==> config.mk <==
export PLATFORM = sky130hd
export DESIGN_NAME = fb_scanout_arbiter_flat
export DESIGN_NICKNAME = d
export VERILOG_FILES = /design/src/rtl/fb_scanout_arbiter_pkg.sv /design/src/rtl/fb_scanout_arbiter_if.sv /design/src/rtl/fb_scanout_arbiter_slot_timer.sv /design/src/rtl/fb_scanout_arbiter.sv /design/src/flat_wrapper.sv
export SDC_FILE = /design/constraint.sdc
export NUM_CORES = 1
export LEC_CHECK = 0
export ABC_AREA = 1
export BUFFER_PORTS_ARGS = -buffer_cell sky130_fd_sc_hd__buf_2
export CORE_AREA = 8 8 107 99
export DETAILED_ROUTE_END_ITERATION = 10
export DIE_AREA = 0 0 115 107
export PLACE_DENSITY = 0.63
export SYNTH_ARGS = -nofsm -noshare
export SYNTH_HDL_FRONTEND = slang
export SYNTH_HIERARCHICAL = 1
export SYNTH_SLANG_ARGS = --single-unit
export TNS_END_PERCENT = 10
==> constraint.sdc <==
create_clock -name clk -period 2.5 [get_ports clk]
set_input_delay 0.5 -clock clk [delete_from_list [all_inputs] [get_ports clk]]
set_output_delay 0.5 -clock clk [all_outputs]
set_load 0.02 [all_outputs]
==> src/rtl/fb_scanout_arbiter_pkg.sv <==
// Shared constants and types for the framebuffer scanout arbiter.
// Geometry, pixel/address widths and the fetch FSM state encoding.
package fb_scanout_arbiter_pkg;

   localparam int VGA_WIDTH       = 640;
   localparam int VGA_HEIGHT      = 480;
   localparam int VGA_COLOR_DEPTH = 4;
   localparam int PIX_W           = 3 * VGA_COLOR_DEPTH;
   localparam int ADDR_W          = 19;
   localparam int WR_SLOT_PERIOD  = 8;
   localparam int LINE_W          = 10;
   localparam int FB_PIXELS       = VGA_WIDTH * VGA_HEIGHT;

   localparam int H_VISIBLE = 640;
   localparam int H_FRONT   = 16;
   localparam int H_SYNC    = 96;
   localparam int H_BACK    = 48;
   localparam int H_TOTAL   = 800;
   localparam int V_VISIBLE = 480;
   localparam int V_FRONT   = 10;
   localparam int V_SYNC    = 2;
   localparam int V_BACK    = 33;
   localparam int V_TOTAL   = 525;

   typedef enum logic [1:0] {
      IDLE,
      FETCH,
      DRAIN
   } fb_state_t;

   function automatic logic [ADDR_W-1:0] line_base(
      input logic [LINE_W-1:0] y
   );
      return ADDR_W'(y) * ADDR_W'(VGA_WIDTH);
   endfunction

endpackage

==> src/rtl/fb_scanout_arbiter_if.sv <==
// Pixel writer handshake, framebuffer SRAM port and line-buffer write port.
// The arbiter is the slave side; the surrounding system is the master side.
interface fb_scanout_arbiter_if;
   import fb_scanout_arbiter_pkg::*;

   logic              wr_valid;
   logic              wr_ready;
   logic [ADDR_W-1:0] wr_addr;
   logic [PIX_W-1:0]  wr_data;

   logic              mem_en;
   logic              mem_we;
   logic [ADDR_W-1:0] mem_addr;
   logic [PIX_W-1:0]  mem_wdata;
   logic [PIX_W-1:0]  mem_rdata;

   logic              lb_we;
   logic              lb_bank;
   logic [LINE_W-1:0] lb_addr;
   logic [PIX_W-1:0]  lb_data;

   modport master (
      output wr_valid, wr_addr, wr_data, mem_rdata,
      input  wr_ready, mem_en, mem_we, mem_addr, mem_wdata,
      input  lb_we, lb_bank, lb_addr, lb_data
   );

   modport slave (
      input  wr_valid, wr_addr, wr_data, mem_rdata,
      output wr_ready, mem_en, mem_we, mem_addr, mem_wdata,
      output lb_we, lb_bank, lb_addr, lb_data
   );

endinterface

==> src/rtl/fb_scanout_arbiter_slot_timer.sv <==
// Modulo-N cycle counter; wrap is high in the last count of each period.
// Clear has priority over counting.
module fb_scanout_arbiter_slot_timer #(
   parameter int N = 8
) (
   input  logic clk,
   input  logic rst,
   input  logic clr,
   input  logic en,
   output logic wrap
);

   localparam int CW = (N > 2) ? $clog2(N) : 1;

   logic [CW-1:0] cnt;

   assign wrap = (cnt == CW'(N - 1));

   always_ff @(posedge clk) begin
      if (rst || clr) begin
         cnt <= '0;
      end else if (en) begin
         cnt <= wrap ? '0 : cnt + CW'(1);
      end
   end

endmodule

==> src/rtl/fb_scanout_arbiter.sv <==
// Framebuffer SRAM arbiter: fetches display lines into a ping-pong line
// buffer, serving the pixel writer in idle cycles and periodic fetch slots.
module fb_scanout_arbiter
   import fb_scanout_arbiter_pkg::*;
(
   input  logic              clk,
   input  logic              rst,
   input  logic              line_req,
   input  logic [LINE_W-1:0] line_y,
   output logic              busy,
   output logic              line_done,
   output logic              fetch_overrun,
   fb_scanout_arbiter_if.slave bus
);

   fb_state_t         state;
   logic [ADDR_W-1:0] base;
   logic [LINE_W-1:0] pix_cnt;
   logic              bank;

   logic slot_open;
   logic req_ok;
   logic fetch_start;
   logic abort;
   logic wr_fire;
   logic wr_hit;
   logic rd_issue;
   logic rd_last;

   assign busy        = (state != IDLE);
   assign req_ok      = (line_y < LINE_W'(VGA_HEIGHT));
   assign fetch_start = !rst && line_req && req_ok;
   assign abort       = line_req && busy && !req_ok;

   fb_scanout_arbiter_slot_timer #(
      .N (WR_SLOT_PERIOD)
   ) u_slot (
      .clk  (clk),
      .rst  (rst),
      .clr  (fetch_start),
      .en   (state == FETCH),
      .wrap (slot_open)
   );

   always_comb begin
      bus.wr_ready = 1'b0;
      if (!rst) begin
         unique case (state)
            IDLE:    bus.wr_ready = !line_req;
            FETCH:   bus.wr_ready = slot_open;
            DRAIN:   bus.wr_ready = 1'b1;
            default: bus.wr_ready = 1'b0;
         endcase
      end
   end

   // Out-of-range writes complete the handshake but never reach the SRAM.
   assign wr_fire  = bus.wr_valid && bus.wr_ready;
   assign wr_hit   = wr_fire && (bus.wr_addr < ADDR_W'(FB_PIXELS));
   assign rd_issue = !rst && (state == FETCH) && !wr_fire && !line_req;
   assign rd_last  = (pix_cnt == LINE_W'(VGA_WIDTH - 1));

   assign bus.mem_en    = wr_hit || rd_issue;
   assign bus.mem_we    = wr_fire;
   assign bus.mem_addr  = wr_fire ? bus.wr_addr : base + ADDR_W'(pix_cnt);
   assign bus.mem_wdata = bus.wr_data;

   // SRAM read data arrives in the cycle lb_we is high, so it passes straight through.
   assign bus.lb_data = bus.lb_we ? bus.mem_rdata : '0;

   always_ff @(posedge clk) begin
      if (rst) begin
         state         <= IDLE;
         base          <= '0;
         pix_cnt       <= '0;
         bank          <= 1'b0;
         fetch_overrun <= 1'b0;
         line_done     <= 1'b0;
         bus.lb_we     <= 1'b0;
         bus.lb_addr   <= '0;
         bus.lb_bank   <= 1'b0;
      end else begin
         bus.lb_we <= rd_issue;
         line_done <= rd_issue && rd_last;
         if (rd_issue) begin
            bus.lb_addr <= pix_cnt;
            bus.lb_bank <= bank;
         end
         if (line_req && busy) begin
            fetch_overrun <= 1'b1;
         end
         unique case (1'b1)
            fetch_start: begin
               state   <= FETCH;
               base    <= line_base(line_y);
               pix_cnt <= '0;
               bank    <= line_y[0];
            end
            abort: begin
               state <= IDLE;
            end
            rd_issue: begin
               pix_cnt <= pix_cnt + LINE_W'(1);
               if (rd_last) begin
                  state <= DRAIN;
               end
            end
            (state == DRAIN) && !line_req: begin
               state <= IDLE;
            end
            default: begin
            end
         endcase
      end
   end

endmodule

==> src/flat_wrapper.sv <==
// flat-port wrapper written by rule: the top's interface ports become plain ports
module fb_scanout_arbiter_flat import fb_scanout_arbiter_pkg::*;
  (clk, rst, line_req, line_y, busy, line_done, fetch_overrun, bus_wr_valid, bus_wr_addr, bus_wr_data, bus_mem_rdata, bus_wr_ready, bus_mem_en, bus_mem_we, bus_mem_addr, bus_mem_wdata, bus_lb_we, bus_lb_bank, bus_lb_addr, bus_lb_data);
  fb_scanout_arbiter_if bus_i ();
  input  logic clk;
  input  logic rst;
  input  logic line_req;
  input  logic [LINE_W-1:0] line_y;
  output logic busy;
  output logic line_done;
  output logic fetch_overrun;
  input wire logic [$bits(bus_i.wr_valid)-1:0] bus_wr_valid;
  input wire logic [$bits(bus_i.wr_addr)-1:0] bus_wr_addr;
  input wire logic [$bits(bus_i.wr_data)-1:0] bus_wr_data;
  input wire logic [$bits(bus_i.mem_rdata)-1:0] bus_mem_rdata;
  output wire logic [$bits(bus_i.wr_ready)-1:0] bus_wr_ready;
  output wire logic [$bits(bus_i.mem_en)-1:0] bus_mem_en;
  output wire logic [$bits(bus_i.mem_we)-1:0] bus_mem_we;
  output wire logic [$bits(bus_i.mem_addr)-1:0] bus_mem_addr;
  output wire logic [$bits(bus_i.mem_wdata)-1:0] bus_mem_wdata;
  output wire logic [$bits(bus_i.lb_we)-1:0] bus_lb_we;
  output wire logic [$bits(bus_i.lb_bank)-1:0] bus_lb_bank;
  output wire logic [$bits(bus_i.lb_addr)-1:0] bus_lb_addr;
  output wire logic [$bits(bus_i.lb_data)-1:0] bus_lb_data;
  assign bus_i.wr_valid = bus_wr_valid;
  assign bus_i.wr_addr = bus_wr_addr;
  assign bus_i.wr_data = bus_wr_data;
  assign bus_i.mem_rdata = bus_mem_rdata;
  assign bus_wr_ready = bus_i.wr_ready;
  assign bus_mem_en = bus_i.mem_en;
  assign bus_mem_we = bus_i.mem_we;
  assign bus_mem_addr = bus_i.mem_addr;
  assign bus_mem_wdata = bus_i.mem_wdata;
  assign bus_lb_we = bus_i.lb_we;
  assign bus_lb_bank = bus_i.lb_bank;
  assign bus_lb_addr = bus_i.lb_addr;
  assign bus_lb_data = bus_i.lb_data;
  fb_scanout_arbiter u_core (.clk(clk), .rst(rst), .line_req(line_req), .line_y(line_y), .busy(busy), .line_done(line_done), .fetch_overrun(fetch_overrun), .bus(bus_i));
endmodule
## After elaboration in Yosys (flattened, before gate mapping)

Cells that the tools add are included.

| operators by class | value |
|---|---|
| add/sub/neg operators | 3 |
| multiply operators | 1 |
| $lt $le $gt $ge | 2 |
| equal/unequal tests | 5 |
| mux-type cells | 8 |
| reduce and logical (&&, ||, !) cells | 23 |

Operators by type and width:

| operator | count |
|---|---|
| one-hot mux 10 bit (2 select lines) | 1 |
| adder 19 x 10 -> 19 bit | 1 |
| < comparator 19 bit, second input constant | 1 |
| 2-to-1 mux 19 bit | 1 |
| multiplier 10 x 3 -> 12 bit, second input constant | 1 |
| 2-to-1 mux 12 bit | 1 |
| logical AND 1 bit | 11 |
| adder 10 x 1 -> 10 bit, second input constant | 1 |
| == test 10 bit, second input constant | 1 |
| < comparator 10 x 9 -> 1 bit, second input constant | 1 |
| one-hot mux 2 bit (3 select lines) | 1 |
| zero test 1 bit | 4 |
| nonzero test 2 bit | 2 |
| adder 3 x 1 -> 3 bit, second input constant | 1 |
| == test 3 bit, second input constant | 1 |
| 2-to-1 mux 3 bit | 1 |
| one-hot mux 1 bit (3 select lines) | 1 |
| nonzero test 3 bit | 1 |
| == test 2 x 1 -> 1 bit, second input constant | 1 |
| == test 2 bit, second input constant | 1 |
| zero test 2 bit | 1 |
| logical OR 1 bit | 2 |
| 2-to-1 mux 2 bit | 1 |
| inequality test 2 bit, second input constant | 1 |
| other kinds (3) | 3 |

| storage, ports and cells | value |
|---|---|
| bits in registers | 42 |
| output and inout port bits | 61 |
| logic and storage cells | 52 |

## Depth between registers and ports, before layout

| logic depth | value |
|---|---|
| word-level depth | 9 |
| depth in mapped cells | 11 |
| depth with buffers taken out | 11 |

## By module

The synthesis kept the hierarchy.

By module, submodules not included:

| module | instances | cells an instance | area each (um^2) | seq. area each (um^2) |
|---|---|---|---|---|
| fb_scanout_arbiter | 1 | 423 | 2816.5 | 760.7 |
| fb_scanout_arbiter_slot_timer | 1 | 21 | 153.9 | 60.1 |

## Least setup slack after synthesis

Ideal clock, no wire load.

| timing | value |
|---|---|
| kind | register to output |
| from | reg u_core.pix_cnt[7] |
| to | out bus_mem_addr[13] |
| data arrival time | 1804 ps |
| slack | 196 ps |
| stages on the path, launching flop included | 8 |
| buffers on the path | 0 |
| cell sequence | dfxtp_1 ha_1 fa_1 nand2_1 nand2_1 nand2_1 nor2_1 o31ai_1 |

| on the way | value |
|---|---|
| longest elaborated chain between the ends | 2 |

RTL lines:

| item | RTL line | text |
|---|---|---|
| start, declared | fb_scanout_arbiter.sv:18 | `logic [LINE_W-1:0] pix_cnt;` |
| start signal, assigned | fb_scanout_arbiter.sv:103 | `pix_cnt <= pix_cnt + LINE_W'(1);` |
| adder 19 x 10 -> 19 bit | fb_scanout_arbiter.sv:65 | `assign bus.mem_addr = wr_fire ? bus.wr_addr : base + ADDR_W'(pix_cnt);` |
| 2-to-1 mux 19 bit | fb_scanout_arbiter.sv:65 |  |
| end, declared | flat_wrapper.sv:19 | `output wire logic [$bits(bus_i.mem_addr)-1:0] bus_mem_addr;` |

Every way passes these cells.

## Worst setup path after layout

Ends and elaborated chain as after synthesis.

==> impl_metrics.yaml <==
clock_tree:
  cts_tree: "built"
  cts_root_buffer: "clkbuf_8"
  ctsHtreeMaxLevel: 2
  clk_pin_slew_ns: 0.08
  clockBufferDepth: 2
  cts_buffers: 5
  cts.sinks: 41
  clock_latency_ns: 0.29
sta:
  fin_crit_ns: 2.418
  hold_ws_ns: 0.4623
  worstMarginPinSlew_ns: 0.5596
  report.final.slew_viol_count: 0
  slew_headroom: 0.6259
  finalSetupViolCount: 0
  skew_ns: 0.002693
  fmax_mhz: 413.6
  hold_viol: 0
  rsz0062_at_grt: "yes"
  fin_ws_ns: 0.08191
  fin_crit_sh: 0.9672
die:
  initial_core_util: 0.3362
  die_height_um: 107
  row_count: 33
  fp.coreArea_um2: 8836
  dieArea_um2: 12310
  die_w_um: 115
  ios: 118
finish:
  syn_to_final_growth_pct: 23.55
  final_layout_size_suffix_gt1_frac: 0.2776
  n_fill_cell: 974
  antenna_cells: 0
  most-common-layout-cells: "nand2_1, buf_2, inv_1"
  final_common_cell: "nand2_1"
  nets: 606
  multi_input_area_um2: 1784
  seq_area_um2: 828.3
drt:
  met2_length_um: 3699
  first_iter_violations: 156
  vias: 3033
  wl_met3_um: 775
  maxUsedRoutingLayer: "met4"
  wl_per_cell_um: 12.61
  first_pass_iters: 4
  drc: 0
  route.antenna.remaining_nets: 0
  wl_met1_um: 3602
  vias_per_cell: 4.681
  routed_wl_um: 8171
place:
  portBuffers: 93
  dp_slack_ns: 0.1813
  gp_congestion: 0.8408
  hpwl_um: 6419
synth:
  ys_seq_area_frac: 0.2763
  syn_area_um2: 2970
  avgSynthCellArea_um2: 6.690
  synthCells: 444
  netlist.area_leader.share: 0.2763
  ys_types: 33
  ys_warn_count: 6
  ys_seq_elements: 41
  yosysTopAreaCell: "dfxtp_1"
  synth_edf_count: 0
  synthFlopType: "dfxtp_1"
  synth_area_leaders: "dfxtp_1, nand2_1, ha_1"
  synth_nets: 525
  synth-async-reset-ratio: 0
setup_path:
  worstPathRequired_ns: 2.00
  start_kind: "flip-flop"
  crit_arrival_ns: 1.92
  cpPeakStageDelay_ns: 0.39
  critical_path.max_fanout: 5
  crit_top_cell: "nand2_4"
  end_kind: "primary output"
  path_class: "reg -> out"
  worstPathCellList: "ha_4 -> fa_2 -> nand2_2 -> nand2_4 -> nand2_4 -> nor2_4 -> o31ai_2 -> buf_4"
  slowest_stage: "fa_2"
power_and_ir_drop:
  vdd_drop_max_mv: 0.2150
  power_density_nw_per_um2: 443.4
  power.share.combinational: 0.233
  power.switching_uw: 483.8
  seqPwrFrac: 0.427
  p_leak_nw: 1.937
  pwr-share-clk: 0.340
  p_sw_frac: 0.2973
  p_int_mw: 1.144
grt:
  grt.overflow.total: 0
  antenna_found_initial: 0
  grt_use_total: 0.1283
  grt_max_degree: 29
  grt_pass1_wl_um: 13140
  grt_pass1_vias: 2874
min_path:
  hp-class: "reg -> reg"
status:
  status: "finished clean"
job:
  cap_viol_max_count: 0
-- power groups by stage --
| stage | clock network [mW] | logic [mW] | registers, mW |
|---|---|---|---|
| floorplan | 0 | 0.275 | 0.706 |
| global placement | 0 | 0.363 | 0.709 |
| detailed placement | 0 | 0.370 | 0.710 |
| CTS | 0.572 | 0.372 | 0.694 |
| global route | 0.598 | 0.426 | 0.698 |
| finish | 0.554 | 0.379 | 0.695 |
-- cell usage after synthesis, drive strengths merged, types with 3 or more instances --
cell type	count
nor2	26
clkbuf	3
ha	22
a21oi	29
nor3	5
dfxtp	41
o21ai	33
inv	68
nand3	46
nand2	124
buf	22
nand4	10
xor2	6
-- state kept, by name, summed over array words and instances (netlist names) --
register              flops
u_core/line_done          1
u_core/state              2
u_core/u_slot/cnt         3
u_core/bus.lb_we          1
u_core/pix_cnt           10
u_core/bus.lb_addr       10
u_core/base              12
u_core/fetch_overrun      1
u_core/bus.lb_bank        1
-- critical path: cells and delay by family (launching register included) --
kind | cells | cell delay, ns
compound gates | 1 | 0.23
simple gates | 4 | 0.30
flops | 1 | 0.36
fa+ha+maj | 2 | 0.55
buf+inv | 1 | 0.18
-- metal layers --
| layer | vias up | global-route usage |
|---|---|---|
| li1 | 1571 | - |
| met1 | 1348 | 0.1518 |
| met2 | 104 | 0.2132 |
| met3 | 10 | 0.04157 |
| met4 | 0 | 0.04499 |
| met5 | - | 0 |
-- through the flow --
| step | std cells | setup TNS, ns | instance area (um^2) | power [mW] | util |
|---|---|---|---|---|---|
| after global placement | 639 | 0 | 3443 | 1.072 | 0.3897 |
| after detailed placement | 639 | 0 | 3443 | 1.079 | 0.3897 |
| final | 648 | 0 | 3670 | 1.627 | 0.4153 |
| after global routing | 648 | -0.05582 | 3670 | 1.723 | 0.4153 |
| after floorplan | 444 | 0 | 2970 | 0.9816 | - |
| after CTS | 647 | -0.0004763 | 3571 | 1.639 | 0.4041 |
-- final timing paths --
path	startpoint	to	slack [ns]	depth (start not counted)
worst max-delay path	u_core/pix_cnt[7]	bus_mem_addr[13]	0.08	8
worst min-delay path	u_core/bus.lb_bank	u_core/bus.lb_bank	0.46	2
worst max register to register	u_core/u_slot/cnt[0]	u_core/pix_cnt[3]	0.59	10
worst min register to register	u_core/bus.lb_bank	u_core/bus.lb_bank	0.46	2
-- cell families after synthesis --
group	share of synthesized area
simple gates	0.3239
buf+inv	0.1474
compound gates	0.1255
flops	0.2763
fa+ha+maj	0.1061
xor+xnor	0.02064
-- area by class of cell --
type	count	share of cell area
clock buffer	7	0.02353
clock inverter	1	0.008183
timing repair buffer	99	0.1432
sequential	41	0.2257
tap	122	0.04160
multi-input combinational	310	0.4862
inverter	68	0.07160
-- what timing repair did --
item,CTS,global route
hold buffers,0,0
hold endpoints to repair,0,0
setup buffers,0,1
cloned,0,0
resized for setup,4,25
pin swaps,2,6
endpoints found under the setup margin,5,13
No activity file was read; power rests on OpenSTA's default activity.
